`config.mk`:
```
export PLATFORM = sky130hd
export DESIGN_NAME = eth_mdio_engine
export DESIGN_NICKNAME = d
export VERILOG_FILES = /design/src/rtl/eth_mdio_pkg.sv /design/src/rtl/eth_mdio_rxshift.sv /design/src/rtl/eth_mdio_engine.sv
export SDC_FILE = /design/constraint.sdc
export NUM_CORES = 1
export LEC_CHECK = 0
export BUFFER_PORTS_ARGS = -buffer_cell sky130_fd_sc_hd__clkbuf_2
export CAP_MARGIN = 40
export CORE_MARGIN = 3
export CORE_UTILIZATION = 40
export CTS_BUF_LIST = sky130_fd_sc_hd__clkbuf_8
export CTS_CLUSTER_SIZE = 14
export DETAILED_ROUTE_END_ITERATION = 6
export PLACE_DENSITY = 0.64
export SLEW_MARGIN = 20
export SYNTH_ARGS = -nofsm -noshare
export SYNTH_HDL_FRONTEND = slang
export SYNTH_SLANG_ARGS = --single-unit
```
`constraint.sdc`:
```
create_clock -name Clk -period 7.25 [get_ports Clk]
set_input_delay 0.3625 -clock Clk [delete_from_list [all_inputs] [get_ports Clk]]
set_output_delay 0.3625 -clock Clk [all_outputs]
set_load 0.01 [all_outputs]
```
`src/rtl/eth_mdio_pkg.sv`:
```
// eth_mdio_pkg
// Shared definitions for the MII management frame engine: FSM state enum,
// start-of-frame (ST) codes, operation codes for Clause 22 and Clause 45,
// frame field lengths and the op-code classification helpers.
package eth_mdio_pkg;

  typedef enum logic [2:0] {
    S_IDLE = 3'd0,
    S_PRE  = 3'd1,
    S_CMD  = 3'd2,
    S_TA   = 3'd3,
    S_DATA = 3'd4
  } mdio_state_e;

  localparam logic [1:0] ST_C22 = 2'b01;
  localparam logic [1:0] ST_C45 = 2'b00;

  localparam logic [1:0] OP_C22_WR    = 2'b01;
  localparam logic [1:0] OP_C22_RD    = 2'b10;
  localparam logic [1:0] OP_C45_ADDR  = 2'b00;
  localparam logic [1:0] OP_C45_WR    = 2'b01;
  localparam logic [1:0] OP_C45_RDINC = 2'b10;
  localparam logic [1:0] OP_C45_RD    = 2'b11;

  localparam int unsigned CMD_LEN  = 14;
  localparam int unsigned TA_LEN   = 2;
  localparam int unsigned DATA_LEN = 16;

  // Clause 45 accepts every op code; Clause 22 only write and read.
  function automatic logic op_is_valid(input logic cl45, input logic [1:0] op);
    logic ok;
    if (cl45) begin
      ok = 1'b1;
    end else begin
      ok = (op == OP_C22_WR) || (op == OP_C22_RD);
    end
    return ok;
  endfunction

  // Frames whose data phase is driven by the PHY.
  function automatic logic op_is_read(input logic cl45, input logic [1:0] op);
    logic rd;
    if (cl45) begin
      rd = (op == OP_C45_RD) || (op == OP_C45_RDINC);
    end else begin
      rd = (op == OP_C22_RD);
    end
    return rd;
  endfunction

endpackage

```
`src/rtl/eth_mdio_rxshift.sv`:
```
// eth_mdio_rxshift
// Serial-to-parallel capture of the 16-bit read data field.
// Ports:
//   clk, rst_n   host clock, synchronous active-low reset
//   shift_en     shift mdi in (one pulse per DATA slot of a read frame)
//   load_en      transfer the completed word to rd_data (last DATA slot)
//   mdi          serial data in, MSB first
//   rx_next      word as it will look after the current bit is shifted in
//   rd_data      last completed read word (registered)
module eth_mdio_rxshift
  import eth_mdio_pkg::*;
(
  input  logic                clk,
  input  logic                rst_n,
  input  logic                shift_en,
  input  logic                load_en,
  input  logic                mdi,
  output logic [DATA_LEN-1:0] rx_next,
  output logic [DATA_LEN-1:0] rd_data
);

  // Only 15 bits are stored; the 16th arrives together with load_en.
  logic [DATA_LEN-2:0] sr_q, sr_d;
  logic [DATA_LEN-1:0] rd_data_q, rd_data_d;

  assign rx_next = {sr_q, mdi};
  assign rd_data = rd_data_q;

  // Next-state for the shift register and the parallel output word.
  always_comb begin
    sr_d      = sr_q;
    rd_data_d = rd_data_q;
    if (shift_en) begin
      sr_d = {sr_q[DATA_LEN-3:0], mdi};
    end else begin
      sr_d = sr_q;
    end
    if (load_en) begin
      rd_data_d = rx_next;
    end else begin
      rd_data_d = rd_data_q;
    end
  end

  // Capture registers with synchronous reset.
  always_ff @(posedge clk) begin
    if (!rst_n) begin
      sr_q      <= {(DATA_LEN-1){1'b0}};
      rd_data_q <= {DATA_LEN{1'b0}};
    end else begin
      sr_q      <= sr_d;
      rd_data_q <= rd_data_d;
    end
  end

endmodule

```
`src/rtl/eth_mdio_engine.sv`:
```
// eth_mdio_engine
// MII management frame engine: on an accepted Start it serialises
// preamble, ST/OP/PHY/REG command, turnaround and data, one bit per
// MdcEn_n slot, captures read data and tracks link status.
// Optional macro ETH_MDIO_CL45_EN adds the Cl45 input (Clause 45 frames).
// Ports:
//   Clk, Reset_n           host clock, synchronous active-low reset
//   MdcEn_n                one-cycle high pulse per MDC period (slot boundary)
//   Start/Op/Cl45/NoPre    frame request, latched when accepted in IDLE
//   PhyAddr/RegAddr/WrData frame fields, latched with Start
//   Mdi                    MDIO pad input
//   Mdo/MdoEn              MDIO pad output data and enable (registered)
//   Busy/Done              frame in progress / one-cycle end-of-frame pulse
//   RdData/RdValid         last read word / pulse with Done on reads
//   LinkFail               inverse of link bit from reads of LINK_REG
module eth_mdio_engine
  import eth_mdio_pkg::*;
#(
  parameter int unsigned PRE_LEN  = 32,
  parameter logic [4:0]  LINK_REG = 5'h01,
  parameter int unsigned LINK_BIT = 2
) (
  input  logic        Clk,
  input  logic        Reset_n,
  input  logic        MdcEn_n,
  input  logic        Start,
  input  logic [1:0]  Op,
`ifdef ETH_MDIO_CL45_EN
  input  logic        Cl45,
`endif
  input  logic        NoPre,
  input  logic [4:0]  PhyAddr,
  input  logic [4:0]  RegAddr,
  input  logic [15:0] WrData,
  input  logic        Mdi,
  output logic        Mdo,
  output logic        MdoEn,
  output logic        Busy,
  output logic        Done,
  output logic [15:0] RdData,
  output logic        RdValid,
  output logic        LinkFail
);

  logic cl45_in;
`ifdef ETH_MDIO_CL45_EN
  assign cl45_in = Cl45;
`else
  assign cl45_in = 1'b0;
`endif

  mdio_state_e state_q, state_d;
  logic [5:0]  cnt_q, cnt_d;
  // begun_q: first pulse after acceptance has opened slot 0
  logic        begun_q, begun_d;
  logic [1:0]  op_q, op_d;
  logic        cl45_q, cl45_d;
  logic        is_rd_q, is_rd_d;
  logic [4:0]  phy_q, phy_d;
  logic [4:0]  reg_q, reg_d;
  logic [15:0] wr_q, wr_d;
  logic        mdo_q, mdo_d;
  logic        mdo_en_q, mdo_en_d;
  logic        busy_q, busy_d;
  logic        done_q, done_d;
  logic        rd_valid_q, rd_valid_d;
  logic        link_fail_q, link_fail_d;

  logic        shift_en, load_en, new_slot;
  logic [1:0]  drive;
  logic [13:0] cmd_word;
  logic [15:0] rx_next;

  assign cmd_word = {(cl45_q ? ST_C45 : ST_C22), op_q, phy_q, reg_q};

  // {MdoEn, Mdo} for a slot; reads release the line from TA onward.
  function automatic logic [1:0] slot_drive(input mdio_state_e st, input logic [3:0] cnt,
                                            input logic [13:0] cmd, input logic [15:0] wd,
                                            input logic rd);
    logic [1:0] r;
    case (st)
      S_PRE:   r = 2'b11;
      S_CMD:   r = {1'b1, cmd[4'd13 - cnt]};
      S_TA:    r = rd ? 2'b01 : {1'b1, (cnt[0] == 1'b0)};
      S_DATA:  r = rd ? 2'b01 : {1'b1, wd[4'd15 - cnt]};
      default: r = 2'b01;
    endcase
    return r;
  endfunction

  eth_mdio_rxshift u_rxshift (
    .clk      (Clk),
    .rst_n    (Reset_n),
    .shift_en (shift_en),
    .load_en  (load_en),
    .mdi      (Mdi),
    .rx_next  (rx_next),
    .rd_data  (RdData)
  );

  // Frame sequencing: request acceptance, slot counting, output drive.
  always_comb begin
    state_d     = state_q;
    cnt_d       = cnt_q;
    begun_d     = begun_q;
    op_d        = op_q;
    cl45_d      = cl45_q;
    is_rd_d     = is_rd_q;
    phy_d       = phy_q;
    reg_d       = reg_q;
    wr_d        = wr_q;
    mdo_d       = mdo_q;
    mdo_en_d    = mdo_en_q;
    busy_d      = busy_q;
    done_d      = 1'b0;
    rd_valid_d  = 1'b0;
    link_fail_d = link_fail_q;
    shift_en    = 1'b0;
    load_en     = 1'b0;
    new_slot    = 1'b0;
    drive       = 2'b01;

    case (state_q)
      S_IDLE: begin
        cnt_d    = 6'd0;
        begun_d  = 1'b0;
        mdo_d    = 1'b1;
        mdo_en_d = 1'b0;
        busy_d   = 1'b0;
        if (Start && op_is_valid(cl45_in, Op)) begin
          op_d    = Op;
          cl45_d  = cl45_in;
          is_rd_d = op_is_read(cl45_in, Op);
          phy_d   = PhyAddr;
          reg_d   = RegAddr;
          wr_d    = WrData;
          busy_d  = 1'b1;
          state_d = NoPre ? S_CMD : S_PRE;
        end else begin
          state_d = S_IDLE;
        end
      end
      S_PRE, S_CMD, S_TA, S_DATA: begin
        if (MdcEn_n) begin
          new_slot = 1'b1;
          if (!begun_q) begin
            // This pulse only opens slot 0 of the current state.
            begun_d = 1'b1;
          end else begin
            cnt_d = cnt_q + 6'd1;
            case (state_q)
              S_PRE: begin
                if (cnt_q == 6'(PRE_LEN - 1)) begin
                  state_d = S_CMD;
                  cnt_d   = 6'd0;
                end else begin
                  state_d = S_PRE;
                end
              end
              S_CMD: begin
                if (cnt_q == 6'(CMD_LEN - 1)) begin
                  state_d = S_TA;
                  cnt_d   = 6'd0;
                end else begin
                  state_d = S_CMD;
                end
              end
              S_TA: begin
                if (cnt_q == 6'(TA_LEN - 1)) begin
                  state_d = S_DATA;
                  cnt_d   = 6'd0;
                end else begin
                  state_d = S_TA;
                end
              end
              S_DATA: begin
                // Mdi is sampled on the pulse that ends each DATA slot.
                shift_en = is_rd_q;
                if (cnt_q == 6'(DATA_LEN - 1)) begin
                  state_d  = S_IDLE;
                  cnt_d    = 6'd0;
                  begun_d  = 1'b0;
                  new_slot = 1'b0;
                  mdo_d    = 1'b1;
                  mdo_en_d = 1'b0;
                  busy_d   = 1'b0;
                  done_d   = 1'b1;
                  if (is_rd_q) begin
                    load_en    = 1'b1;
                    rd_valid_d = 1'b1;
                    if (reg_q == LINK_REG) begin
                      link_fail_d = ~rx_next[LINK_BIT];
                    end else begin
                      link_fail_d = link_fail_q;
                    end
                  end else begin
                    load_en = 1'b0;
                  end
                end else begin
                  state_d = S_DATA;
                end
              end
              default: state_d = S_IDLE;
            endcase
          end
        end else begin
          new_slot = 1'b0;
        end
      end
      default: begin
        state_d = S_IDLE;
        cnt_d   = 6'd0;
      end
    endcase

    if (new_slot) begin
      drive    = slot_drive(state_d, cnt_d[3:0], cmd_word, wr_q, is_rd_q);
      mdo_en_d = drive[1];
      mdo_d    = drive[0];
    end else begin
      drive = 2'b01;
    end
  end

  // State, latched request and registered outputs with synchronous reset.
  always_ff @(posedge Clk) begin
    if (!Reset_n) begin
      state_q     <= S_IDLE;
      cnt_q       <= 6'd0;
      begun_q     <= 1'b0;
      op_q        <= 2'b00;
      cl45_q      <= 1'b0;
      is_rd_q     <= 1'b0;
      phy_q       <= 5'd0;
      reg_q       <= 5'd0;
      wr_q        <= 16'd0;
      mdo_q       <= 1'b1;
      mdo_en_q    <= 1'b0;
      busy_q      <= 1'b0;
      done_q      <= 1'b0;
      rd_valid_q  <= 1'b0;
      link_fail_q <= 1'b0;
    end else begin
      state_q     <= state_d;
      cnt_q       <= cnt_d;
      begun_q     <= begun_d;
      op_q        <= op_d;
      cl45_q      <= cl45_d;
      is_rd_q     <= is_rd_d;
      phy_q       <= phy_d;
      reg_q       <= reg_d;
      wr_q        <= wr_d;
      mdo_q       <= mdo_d;
      mdo_en_q    <= mdo_en_d;
      busy_q      <= busy_d;
      done_q      <= done_d;
      rd_valid_q  <= rd_valid_d;
      link_fail_q <= link_fail_d;
    end
  end

  assign Mdo      = mdo_q;
  assign MdoEn    = mdo_en_q;
  assign Busy     = busy_q;
  assign Done     = done_q;
  assign RdValid  = rd_valid_q;
  assign LinkFail = link_fail_q;

endmodule

```
==> flow_summary.ini <==
[run_status]
status = completed

[setup_path]
cpPeakStageDelay_ns = 0.50
worst-setup-path-type = register to register
critPathTopFamily = compound AO/OA/AOI/OAI gates
required_ns = 7.53
slowest_stage = mux4_2
reg2reg_setup_slack_ns = 3.90
crit_chain = ha_1 > nand3_2 > nor4b_4 > o21ai_1 > a21oi_1 > nor2_1 > ha_1 > mux4_2 > nand2_1 > o2111ai_1 > a31oi_1
critPathLaunchType = register
arrival_ns = 3.63
cp_max_fo = 9
critPathMostFrequentCell = ha_1
endpoint_kind = register
path_buf_inv = 0

[synthesis]
syn_area_sq_mm = 0.00345
ys_ff_latch = 76
synth_edf_count = 0
yosys.area.top_type = dfxtp_1
syn_nets = 478
synth-main-ff-cell = dfxtp_1
syn_inst = 440
synth_cell_types = 55
synth_top_area_share_pct = 44.1
avgSynthCellArea_sq_um = 7.83
async_reset_ff_share_pct = 0
seq_area_frac_synth_pct = 44.1
yosysWarnings = 0
synthTopCellsByArea = dfxtp_1 (44%), nand2_1 (15%), a21oi_1 (11%)

[global_routing]
antenna_found_initial = 0
globalRouteOverflowTotal = 0
grt_max_degree = 38
grt_pass1_vias = 3027
grt_pass1_wl_mm = 13.8
grt_use_total_pct = 17.3

[die]
num_io_pins = 56
core_sq_mm = 0.00830
row_count = 33
die_x_um = 98.8
start_util_pct = 41.5
die_h_um = 98.8
fp.dieArea_sq_mm = 0.00977

[timing]
min_period_ns = 3.35
rsz0062_at_grt = false
hold_violations = 0
hold_ws_ns = 0.227
maxSlewHeadroom_pct = 37.5
setup_viol = 0
setup_tns_ns = 0
worst-slew-pin-transition_ns = 0.937
fin_worst_skew_ns = 0.0110
report.final.slew_viol_count = 0
max_freq_mhz = 298
period_share_pct = 46.2

[placed_design]
gp_congestion = 0.871
place_inst = 577
dp_hpwl_mm = 5.72
portBuffers = 55

[final_layout]
layout.nets = 521
syn_to_final_growth_pct = 15.5
n_antenna_cell = 0
mostFrequentLayoutCells = nand2_1 (134), dfxtp_1 (76), a21oi_1 (75)
layout.cells.non_filler = 593
layout-drive-gt1-share_pct = 19.1
mostFrequentLayoutCell = nand2_1

[cts]
post-cts-setup-buffers = 0
cts_buffer_depth = 2
cts_buffers = 9
cts_root_buf = clkbuf_8
ctsResizeCount = 0
htreeDepth = 3
clk-insertion-delay-late_ns = 0.35
cts_hold_buf = 0
clock-sinks = 76
cts_tree = yes
path_clk_slew_ns = 0.08

[routing]
wl_per_cell_um = 13.3
drtIter0Drc = 146
wirelength_mm = 7.89
routed-via-count = 3039
drc = 0
via_per_inst = 5.12
dr.pass1.iters = 4
drtAntennaViolNets = 0

[power_and_ir_drop]
p_per_area_mw_per_mm2 = 202
p_leak_nw = 1.49
ir_drop_uv = 84.0

[job]
max_cap_viol_count = 0

[hold_path]
hold_class = input port to register
[area by class of cell]
class	count	area [sq um]
clock buffers	9	124
multi-input cells	327	1780
repair buffers	60	337
flip-flops and latches	76	1520
well taps	105	131
fillers	827	4320
inverters	9	33.8
clock inverters	7	57.6
[metal layers]
| layer | routed length, um | track usage, % |
|---|---|---|
| met4 | 137 | 7.14 |
| met3 | 262 | 4.39 |
| met1 | 3930 | 23.5 |
| met5 | 0 | 0 |
| met2 | 3560 | 26.1 |
[worst paths after layout]
check | from | to | depth (start not counted)
worst min register to register | phy_q[1]$_SDFFE_PN0P_ | phy_q[1]$_SDFFE_PN0P_ | 2
worst max register to register | cnt_q[0]$_SDFF_PN0_ | Mdo$_SDFFE_PN1P_ | 11
worst max-delay path | cnt_q[0]$_SDFF_PN0_ | Mdo$_SDFFE_PN1P_ | 11
worst min-delay path | RegAddr[2] | reg_q[2]$_SDFFE_PN0P_ | 3
[synthesized netlist by cell type (2+ instances only)]
library cell and count:
nand2_1 134, dfxtp_1 76, a21oi_1 75, nor2_1 23, clkbuf_1 21, mux2i_1 11, nor3_1 9, o21ai_0 8
inv_1 7, nand3_1 6, nor4_1 5, and2_1 4, ha_1 4, buf_2 3, mux2_2 3, nand2b_1 3
a22oi_1 2, buf_1 2, buf_4 2, inv_2 2, nand3b_1 2, nor2b_1 2, o211ai_1 2, o22ai_1 2
xor2_1 2
[per-stage QoR]
| stage | cell area [sq um] | power [mW] | utilization [%] | setup slack (ns) |
|---|---|---|---|---|
| detailed placement | 3800 | 0.514 | 45.8 | 3.91 |
| finish | 3980 | 0.803 | 48.0 | 3.90 |
| floorplan | 3450 | 0.489 | - | 4.36 |
| global route | 3980 | 0.844 | 48.0 | 3.57 |
| global placement | 3740 | 0.510 | 45.0 | 3.99 |
| CTS | 3980 | 0.812 | 48.0 | 3.89 |
[tightest hold or removal path: stages]
cell,delay (ns)
clkbuf_2,0.08
nand2_1,0.04
a21oi_1,0.05
[cell families after synthesis]
group	count (synthesis)	share of synthesized area, %
AND/OR/NAND/NOR	198	25.4
AO/OA/AOI/OAI	106	18.5
flip-flops	76	44.1
buffers and inverters	37	4.36
multiplexers	15	4.83
adder cells (fa/ha/maj)	5	1.74
XOR/XNOR	3	0.980
[power breakdown]
group          internal [mW]  switching (mW)
logic                 0.0265          0.0406
registers              0.428         0.00846
clock network          0.129           0.169
total                  0.584           0.218
[state kept, by name (all words and copies together), names as in the netlist, 2 cells and up]
| signal | flops |
|---|---|
| op_q | 2 |
| u_rxshift.rd_data | 16 |
| u_rxshift.sr_q | 15 |
| wr_q | 16 |
| reg_q | 5 |
| state_q | 3 |
| phy_q | 5 |
| cnt_q | 6 |
(Power assumes the default switching activity.)
